--- config.mk ---
export PLATFORM = sky130hd
export DESIGN_NAME = axi_lite_arbiter
export DESIGN_NICKNAME = d
export VERILOG_FILES = /design/src/rtl/axi_lite_pkg.sv /design/src/rtl/rr_arbiter.sv /design/src/rtl/axi_lite_arbiter.sv
export SDC_FILE = /design/constraint.sdc
export NUM_CORES = 1
export LEC_CHECK = 0
export CORE_AREA = 2 2 175 177
export CTS_BUF_LIST = sky130_fd_sc_hd__clkbuf_4 sky130_fd_sc_hd__clkbuf_8
export CTS_CLUSTER_DIAMETER = 100
export CTS_CLUSTER_SIZE = 40
export DETAILED_ROUTE_END_ITERATION = 8
export DIE_AREA = 0 0 177 179
export GPL_TIMING_DRIVEN = 0
export SETUP_SLACK_MARGIN = 0.3
export SYNTH_ARGS = -nofsm -noshare
export SYNTH_HDL_FRONTEND = slang
export SYNTH_HIERARCHICAL = 1
export SYNTH_SLANG_ARGS = --single-unit
export TNS_END_PERCENT = 10
--- constraint.sdc ---
create_clock -name aclk -period 2.9 [get_ports aclk]
set_input_delay 0.58 -clock aclk [delete_from_list [all_inputs] [get_ports aclk]]
set_output_delay 0.58 -clock aclk [all_outputs]
set_load 0.02 [all_outputs]
--- src/rtl/axi_lite_pkg.sv ---
// rtl/axi_lite_pkg.sv - AXI4-Lite types and arbiter FSM state encodings
package axi_lite_pkg;

    localparam int ADDR_W = 32;
    localparam int DATA_W = 32;
    localparam int STRB_W = DATA_W / 8;

    typedef logic [ADDR_W-1:0] addr_t;
    typedef logic [DATA_W-1:0] data_t;
    typedef logic [STRB_W-1:0] strb_t;
    typedef logic [1:0]        resp_t;

    localparam resp_t RESP_OKAY   = 2'b00;
    localparam resp_t RESP_EXOKAY = 2'b01;
    localparam resp_t RESP_SLVERR = 2'b10;
    localparam resp_t RESP_DECERR = 2'b11;

    // Master-to-slave direction of one AXI4-Lite port
    typedef struct packed {
        addr_t awaddr;
        logic  awvalid;
        data_t wdata;
        strb_t wstrb;
        logic  wvalid;
        logic  bready;
        addr_t araddr;
        logic  arvalid;
        logic  rready;
    } req_t;

    // Slave-to-master direction of one AXI4-Lite port
    typedef struct packed {
        logic  awready;
        logic  wready;
        resp_t bresp;
        logic  bvalid;
        logic  arready;
        data_t rdata;
        resp_t rresp;
        logic  rvalid;
    } rsp_t;

    typedef enum logic [1:0] {W_IDLE, W_ADDR, W_RESP} wr_state_t;
    typedef enum logic [1:0] {R_IDLE, R_ADDR, R_DATA} rd_state_t;

endpackage

--- src/rtl/rr_arbiter.sv ---
// rtl/rr_arbiter.sv - combinational round-robin picker: first requester at or after ptr
module rr_arbiter #(
    parameter int N  = 2,
    parameter int MW = 1
) (
    input  logic [N-1:0]  req_i,
    input  logic [MW-1:0] ptr_i,
    output logic [N-1:0]  gnt_o,
    output logic [MW-1:0] idx_o,
    output logic          valid_o
);

    // Search indices >= ptr first, then wrap around to the ones below ptr
    always_comb begin
        gnt_o   = '0;
        idx_o   = '0;
        valid_o = 1'b0;
        for (int i = 0; i < N; i++) begin
            if (!valid_o && req_i[i] && (MW'(i) >= ptr_i)) begin
                valid_o  = 1'b1;
                gnt_o[i] = 1'b1;
                idx_o    = MW'(i);
            end
        end
        for (int i = 0; i < N; i++) begin
            if (!valid_o && req_i[i]) begin
                valid_o  = 1'b1;
                gnt_o[i] = 1'b1;
                idx_o    = MW'(i);
            end
        end
    end

endmodule

--- src/rtl/axi_lite_arbiter.sv ---
// rtl/axi_lite_arbiter.sv - N-master to 1-slave AXI4-Lite arbiter, independent RR read/write paths
module axi_lite_arbiter
    import axi_lite_pkg::*;
#(
    parameter int NUM_MASTERS = 2
) (
    input  logic                   aclk,
    input  logic                   areset,
    input  req_t                   m_req [NUM_MASTERS],
    output rsp_t                   m_rsp [NUM_MASTERS],
    output req_t                   s_req,
    input  rsp_t                   s_rsp,
    output logic [NUM_MASTERS-1:0] wr_grant,
    output logic [NUM_MASTERS-1:0] rd_grant
);

    localparam int MW = $clog2(NUM_MASTERS);

    wr_state_t              wr_state_q, wr_state_d;
    rd_state_t              rd_state_q, rd_state_d;
    logic [NUM_MASTERS-1:0] wr_gnt_q, wr_gnt_d, rd_gnt_q, rd_gnt_d;
    logic [MW-1:0]          wr_idx_q, wr_idx_d, rd_idx_q, rd_idx_d;
    logic [MW-1:0]          wr_ptr_q, wr_ptr_d, rd_ptr_q, rd_ptr_d;
    logic                   aw_done_q, aw_done_d, w_done_q, w_done_d;

    logic [NUM_MASTERS-1:0] wr_req_vec, rd_req_vec, wr_win_gnt, rd_win_gnt;
    logic [MW-1:0]          wr_win_idx, rd_win_idx;
    logic                   wr_win_valid, rd_win_valid;
    logic                   aw_hs, w_hs, b_hs, ar_hs, r_hs;

    function automatic logic [MW-1:0] next_idx(input logic [MW-1:0] idx);
        return (idx == MW'(NUM_MASTERS - 1)) ? '0 : idx + MW'(1);
    endfunction

    // Collect per-master write and read requests for the arbiters
    always_comb begin
        wr_req_vec = '0;
        rd_req_vec = '0;
        for (int i = 0; i < NUM_MASTERS; i++) begin
            wr_req_vec[i] = m_req[i].awvalid | m_req[i].wvalid;
            rd_req_vec[i] = m_req[i].arvalid;
        end
    end

    rr_arbiter #(.N(NUM_MASTERS), .MW(MW)) u_wr_arb (
        .req_i  (wr_req_vec),
        .ptr_i  (wr_ptr_q),
        .gnt_o  (wr_win_gnt),
        .idx_o  (wr_win_idx),
        .valid_o(wr_win_valid)
    );

    rr_arbiter #(.N(NUM_MASTERS), .MW(MW)) u_rd_arb (
        .req_i  (rd_req_vec),
        .ptr_i  (rd_ptr_q),
        .gnt_o  (rd_win_gnt),
        .idx_o  (rd_win_idx),
        .valid_o(rd_win_valid)
    );

    // Route the owning master's channels to the slave; everyone else sees zeros
    always_comb begin
        s_req = '0;
        aw_hs = 1'b0;
        w_hs  = 1'b0;
        b_hs  = 1'b0;
        ar_hs = 1'b0;
        r_hs  = 1'b0;
        for (int i = 0; i < NUM_MASTERS; i++) begin
            m_rsp[i] = '0;
        end
        for (int i = 0; i < NUM_MASTERS; i++) begin
            if (wr_gnt_q[i] && wr_state_q == W_ADDR) begin
                // A finished channel is masked so the slave never sees a second beat
                s_req.awaddr      = m_req[i].awaddr;
                s_req.awvalid     = m_req[i].awvalid & ~aw_done_q;
                s_req.wdata       = m_req[i].wdata;
                s_req.wstrb       = m_req[i].wstrb;
                s_req.wvalid      = m_req[i].wvalid & ~w_done_q;
                m_rsp[i].awready  = s_rsp.awready & ~aw_done_q;
                m_rsp[i].wready   = s_rsp.wready & ~w_done_q;
                aw_hs             = s_req.awvalid & s_rsp.awready;
                w_hs              = s_req.wvalid & s_rsp.wready;
            end else if (wr_gnt_q[i] && wr_state_q == W_RESP) begin
                s_req.bready      = m_req[i].bready;
                m_rsp[i].bvalid   = s_rsp.bvalid;
                m_rsp[i].bresp    = s_rsp.bresp;
                b_hs              = s_rsp.bvalid & m_req[i].bready;
            end
            if (rd_gnt_q[i] && rd_state_q == R_ADDR) begin
                s_req.araddr      = m_req[i].araddr;
                s_req.arvalid     = m_req[i].arvalid;
                m_rsp[i].arready  = s_rsp.arready;
                ar_hs             = m_req[i].arvalid & s_rsp.arready;
            end else if (rd_gnt_q[i] && rd_state_q == R_DATA) begin
                s_req.rready      = m_req[i].rready;
                m_rsp[i].rvalid   = s_rsp.rvalid;
                m_rsp[i].rdata    = s_rsp.rdata;
                m_rsp[i].rresp    = s_rsp.rresp;
                r_hs              = s_rsp.rvalid & m_req[i].rready;
            end
        end
    end

    // Write path next state: grant only from idle, rotate pointer after the b beat
    always_comb begin
        wr_state_d = wr_state_q;
        wr_gnt_d   = wr_gnt_q;
        wr_idx_d   = wr_idx_q;
        wr_ptr_d   = wr_ptr_q;
        aw_done_d  = aw_done_q;
        w_done_d   = w_done_q;
        case (wr_state_q)
            W_IDLE: begin
                if (wr_win_valid) begin
                    wr_state_d = W_ADDR;
                    wr_gnt_d   = wr_win_gnt;
                    wr_idx_d   = wr_win_idx;
                    aw_done_d  = 1'b0;
                    w_done_d   = 1'b0;
                end
            end
            W_ADDR: begin
                aw_done_d = aw_done_q | aw_hs;
                w_done_d  = w_done_q | w_hs;
                if (aw_done_d && w_done_d) begin
                    wr_state_d = W_RESP;
                end
            end
            W_RESP: begin
                if (b_hs) begin
                    wr_state_d = W_IDLE;
                    wr_gnt_d   = '0;
                    wr_ptr_d   = next_idx(wr_idx_q);
                end
            end
            default: wr_state_d = W_IDLE;
        endcase
    end

    // Read path next state: same shape as the write path with a single address channel
    always_comb begin
        rd_state_d = rd_state_q;
        rd_gnt_d   = rd_gnt_q;
        rd_idx_d   = rd_idx_q;
        rd_ptr_d   = rd_ptr_q;
        case (rd_state_q)
            R_IDLE: begin
                if (rd_win_valid) begin
                    rd_state_d = R_ADDR;
                    rd_gnt_d   = rd_win_gnt;
                    rd_idx_d   = rd_win_idx;
                end
            end
            R_ADDR: begin
                if (ar_hs) begin
                    rd_state_d = R_DATA;
                end
            end
            R_DATA: begin
                if (r_hs) begin
                    rd_state_d = R_IDLE;
                    rd_gnt_d   = '0;
                    rd_ptr_d   = next_idx(rd_idx_q);
                end
            end
            default: rd_state_d = R_IDLE;
        endcase
    end

    // State, ownership, pointers and channel-done flags
    always_ff @(posedge aclk or posedge areset) begin
        if (areset) begin
            wr_state_q <= W_IDLE;
            rd_state_q <= R_IDLE;
            wr_gnt_q   <= '0;
            rd_gnt_q   <= '0;
            wr_idx_q   <= '0;
            rd_idx_q   <= '0;
            wr_ptr_q   <= '0;
            rd_ptr_q   <= '0;
            aw_done_q  <= 1'b0;
            w_done_q   <= 1'b0;
        end else begin
            wr_state_q <= wr_state_d;
            rd_state_q <= rd_state_d;
            wr_gnt_q   <= wr_gnt_d;
            rd_gnt_q   <= rd_gnt_d;
            wr_idx_q   <= wr_idx_d;
            rd_idx_q   <= rd_idx_d;
            wr_ptr_q   <= wr_ptr_d;
            rd_ptr_q   <= rd_ptr_d;
            aw_done_q  <= aw_done_d;
            w_done_q   <= w_done_d;
        end
    end

    assign wr_grant = wr_gnt_q;
    assign rd_grant = rd_gnt_q;

endmodule

==> out/metrics.csv <==
metric,value,unit
CP endpoint kind,output port,
CTS sink cnt,14,
Switching Power,2.58,mW
core area,30000,µm²
critical path class,flip-flop to output port,
CTS tree,yes,
dominant synthesized flop cell,dfrtp_1,
max cap viols,0,
Synth Instances,310,
Worst-Margin Slew,778,ps
Final Critical Period,2720,ps
utilization after layout,0.256,
most frequent cells in the layout,"clkdlybuf4s50_1 (287), dlymetal6s2s_1 (116), a22o_1 (101)",
Max Clock Skew,7.38,ps
Ys Warns,6,
combinational cell fraction of total power,0.890,
largest family of logic cells by synthesized area,compound AO/OA/AOI/OAI gates,
number of global-route vias before repair,4521,
Int Power,2.36,mW
Worst R2R Setup Slack,1220,ps
fin area,7690,µm²
io pins,444,
syn_nets,563,
initial antenna violation count,0,
Nets,1014,
clock slew at reported path FFs,60,ps
max-slew violations,0,
mapped cell area,2370,µm²
post-route setup slack,183,ps
n_diodes,0,
Filler cells,3262,
Total GRT Usage,0.125,
LEAKAGE,4.86,nW
layout cells sized above 1,0.0962,
"FF+latch count, synth",14,
via count,4402,
worst skew pair latency,240,ps
Starting DRT DRC Count,117,
first-pass GRT wire length,28700,µm
die area,31700,µm²
TritonRoute pass-1 iters,4,
GP Congestion,0.852,
global route total overflow,0,
largest net degree at the start of global routing,15,
Hold Path Class,flip-flop to flip-flop,
mux cell area share after synthesis,0.00951,
Final Cycle Share,0.937,
HPWL Detailed,19500,µm
register area share after synthesis,0.148,
switch share,0.522,
Yosys cell types,33,
Post-synth EDFFs,0,
Pwr Density,642,nW/µm²
maximum vdd drop,0.225,mV
post-synthesis simple-gate area fraction,0.310,
CP arrival,2140,ps
post-synthesis adder-cell area fraction,0,
Initial Util,0.0789,
Synth Area in Compound Gates,0.460,
die outline height,179,µm
run status,finished clean,
# rows,64,
endpoints failing hold,0,
ys async rst share,1.00,
CP Max Fanout,10,
Placed Area,7300,µm²
"commonest non-fill, non-tap cell in the layout",clkdlybuf4s50_1,
Clock power frac,0.032,
Required @ worst endpoint,2320,ps
WL/cell,19.3,µm
DRC,0,
area delta synth->final,225,%
Final Power,4.93,mW
via/cell ratio,3.81,
Place WS,-290,ps
Max Buffers Root-to-Sink,2,
Slew Limit Headroom,0.480,
chip width,177,µm
Final ANT Viol Nets,0,
H-tree depth,1,
post-synthesis xor/xnor area fraction,0,
routed wire length,22200,µm
register share of total power,0.078,
crit start category,flip-flop,
Final Setup Violations,0,
Port-buffer cells,443,
unrepaired setup endpoints after global routing,yes,
CTS Buf Count,3,
Root Driver,clkbuf_8,
Max Clock Freq,368,MHz
syn_area_per_cell,7.64,µm²
[power by group through the flow]
stage | combinational (mW) | clock [mW] | sequential [mW]
4_1_cts | 4.54 | 0.172 | 0.387
6_report | 4.39 | 0.158 | 0.387
3_5_place_dp | 4.53 | 0 | 0.388
3_3_place_gp | 4.55 | 0 | 0.384
2_1_floorplan | 2.13 | 0 | 0.376
5_1_grt | 4.61 | 0.178 | 0.406
[registers in the layout, indices dropped and copies added, names as in the netlist]
signal	count
rd_grant	2
rd_state_q	2
wr_grant	2
wr_state_q	2
aw_done_q	1
rd_idx_q	1
rd_ptr_q	1
w_done_q	1
wr_idx_q	1
wr_ptr_q	1
[cell usage after synthesis (2+ instances only)]
master    number  area share
a211oi_1       2      0.0063
a21boi_1       6       0.019
a21oi_1        8       0.017
a22o_1       101        0.37
a22oi_1        2      0.0063
and2_1        69        0.18
and3_1         7       0.018
and3b_1        3       0.011
buf_2         21       0.044
clkbuf_1      10       0.016
dfrtp_1       14        0.15
inv_1          7       0.011
mux2_2         2      0.0095
nand2_1       11       0.017
nand2b_1       3      0.0079
nand3b_1       4       0.013
nor2_1        12       0.019
nor3_1         2      0.0042
nor3b_1        3      0.0095
o21ai_0        7       0.015
o31ai_1        2      0.0063
or2_1          2      0.0053
or2_2          2      0.0053
[layout make-up]
| type | instances | area [µm²] | area share |
|---|---|---|---|
| timing repair buffer | 446 | 4680 | 0.609 |
| multi-input combinational | 257 | 1880 | 0.245 |
| tap | 396 | 495 | 0.0645 |
| sequential | 14 | 352 | 0.0457 |
| buffer | 31 | 203 | 0.0264 |
| clock buffer | 3 | 41.3 | 0.00537 |
| inverter | 8 | 30.0 | 0.00391 |
[final timing paths]
path                               startpoint           to  cells after the start
worst max register to register  rd_state_q[1]     rd_idx_q                      2
worst min-delay path                 wr_idx_q     wr_ptr_q                      1
worst min register to register       wr_idx_q     wr_ptr_q                      1
worst max-delay path            rd_state_q[1]    s_req[22]                      5
min in group asynchronous              areset     wr_ptr_q                      2
max in group asynchronous              areset  wr_grant[0]                      2
[worst max-delay path, cell delays in order (launching register included)]
cell             delay, ps
dfrtp_1                460
and3b_1                230
buf_2                  170
clkbuf_2               250
a22o_1                 170
clkdlybuf4s50_1        610
[timing repair]
action                                 4_1_cts  5_1_grt
endpoints found under the hold margin        0        0
buffers inserted                             3        0
resized for setup                           85      178
pin swaps                                    3        1
hold buffers                                 0        0
setup endpoints to repair                  178      175
[per-layer routing]
layer	wire length, µm	part of all wire	global-route usage	vias up
li1	-	-	-	2078
met1	7920	0.36	0.129	2035
met2	11600	0.52	0.239	277
met3	2180	0.098	0.0377	12
met4	506	0.023	0.0437	0
met5	0	0	0	-
[metrics by stage]
| step | hold WS [ps] | setup TNS [ps] | cells |
|---|---|---|---|
| 2_1_floorplan | 413 | 0 | 310 |
| 3_3_place_gp | 425 | -7500 | 1149 |
| 3_5_place_dp | 442 | -9780 | 1149 |
| 4_1_cts | 441 | 0 | 1155 |
| 5_1_grt | 453 | 0 | 1155 |
| 6_report | 434 | 0 | 1155 |
[logic make-up (layout without fill, tap and decap cells)]
logic type / after synthesis / in the layout
simple gates: 123 / 123
compound gates: 132 / 132
flops: 14 / 14
mux: 2 / 2
buf+inv: 39 / 488
Note: power is estimated with default switching activity, not from simulation.
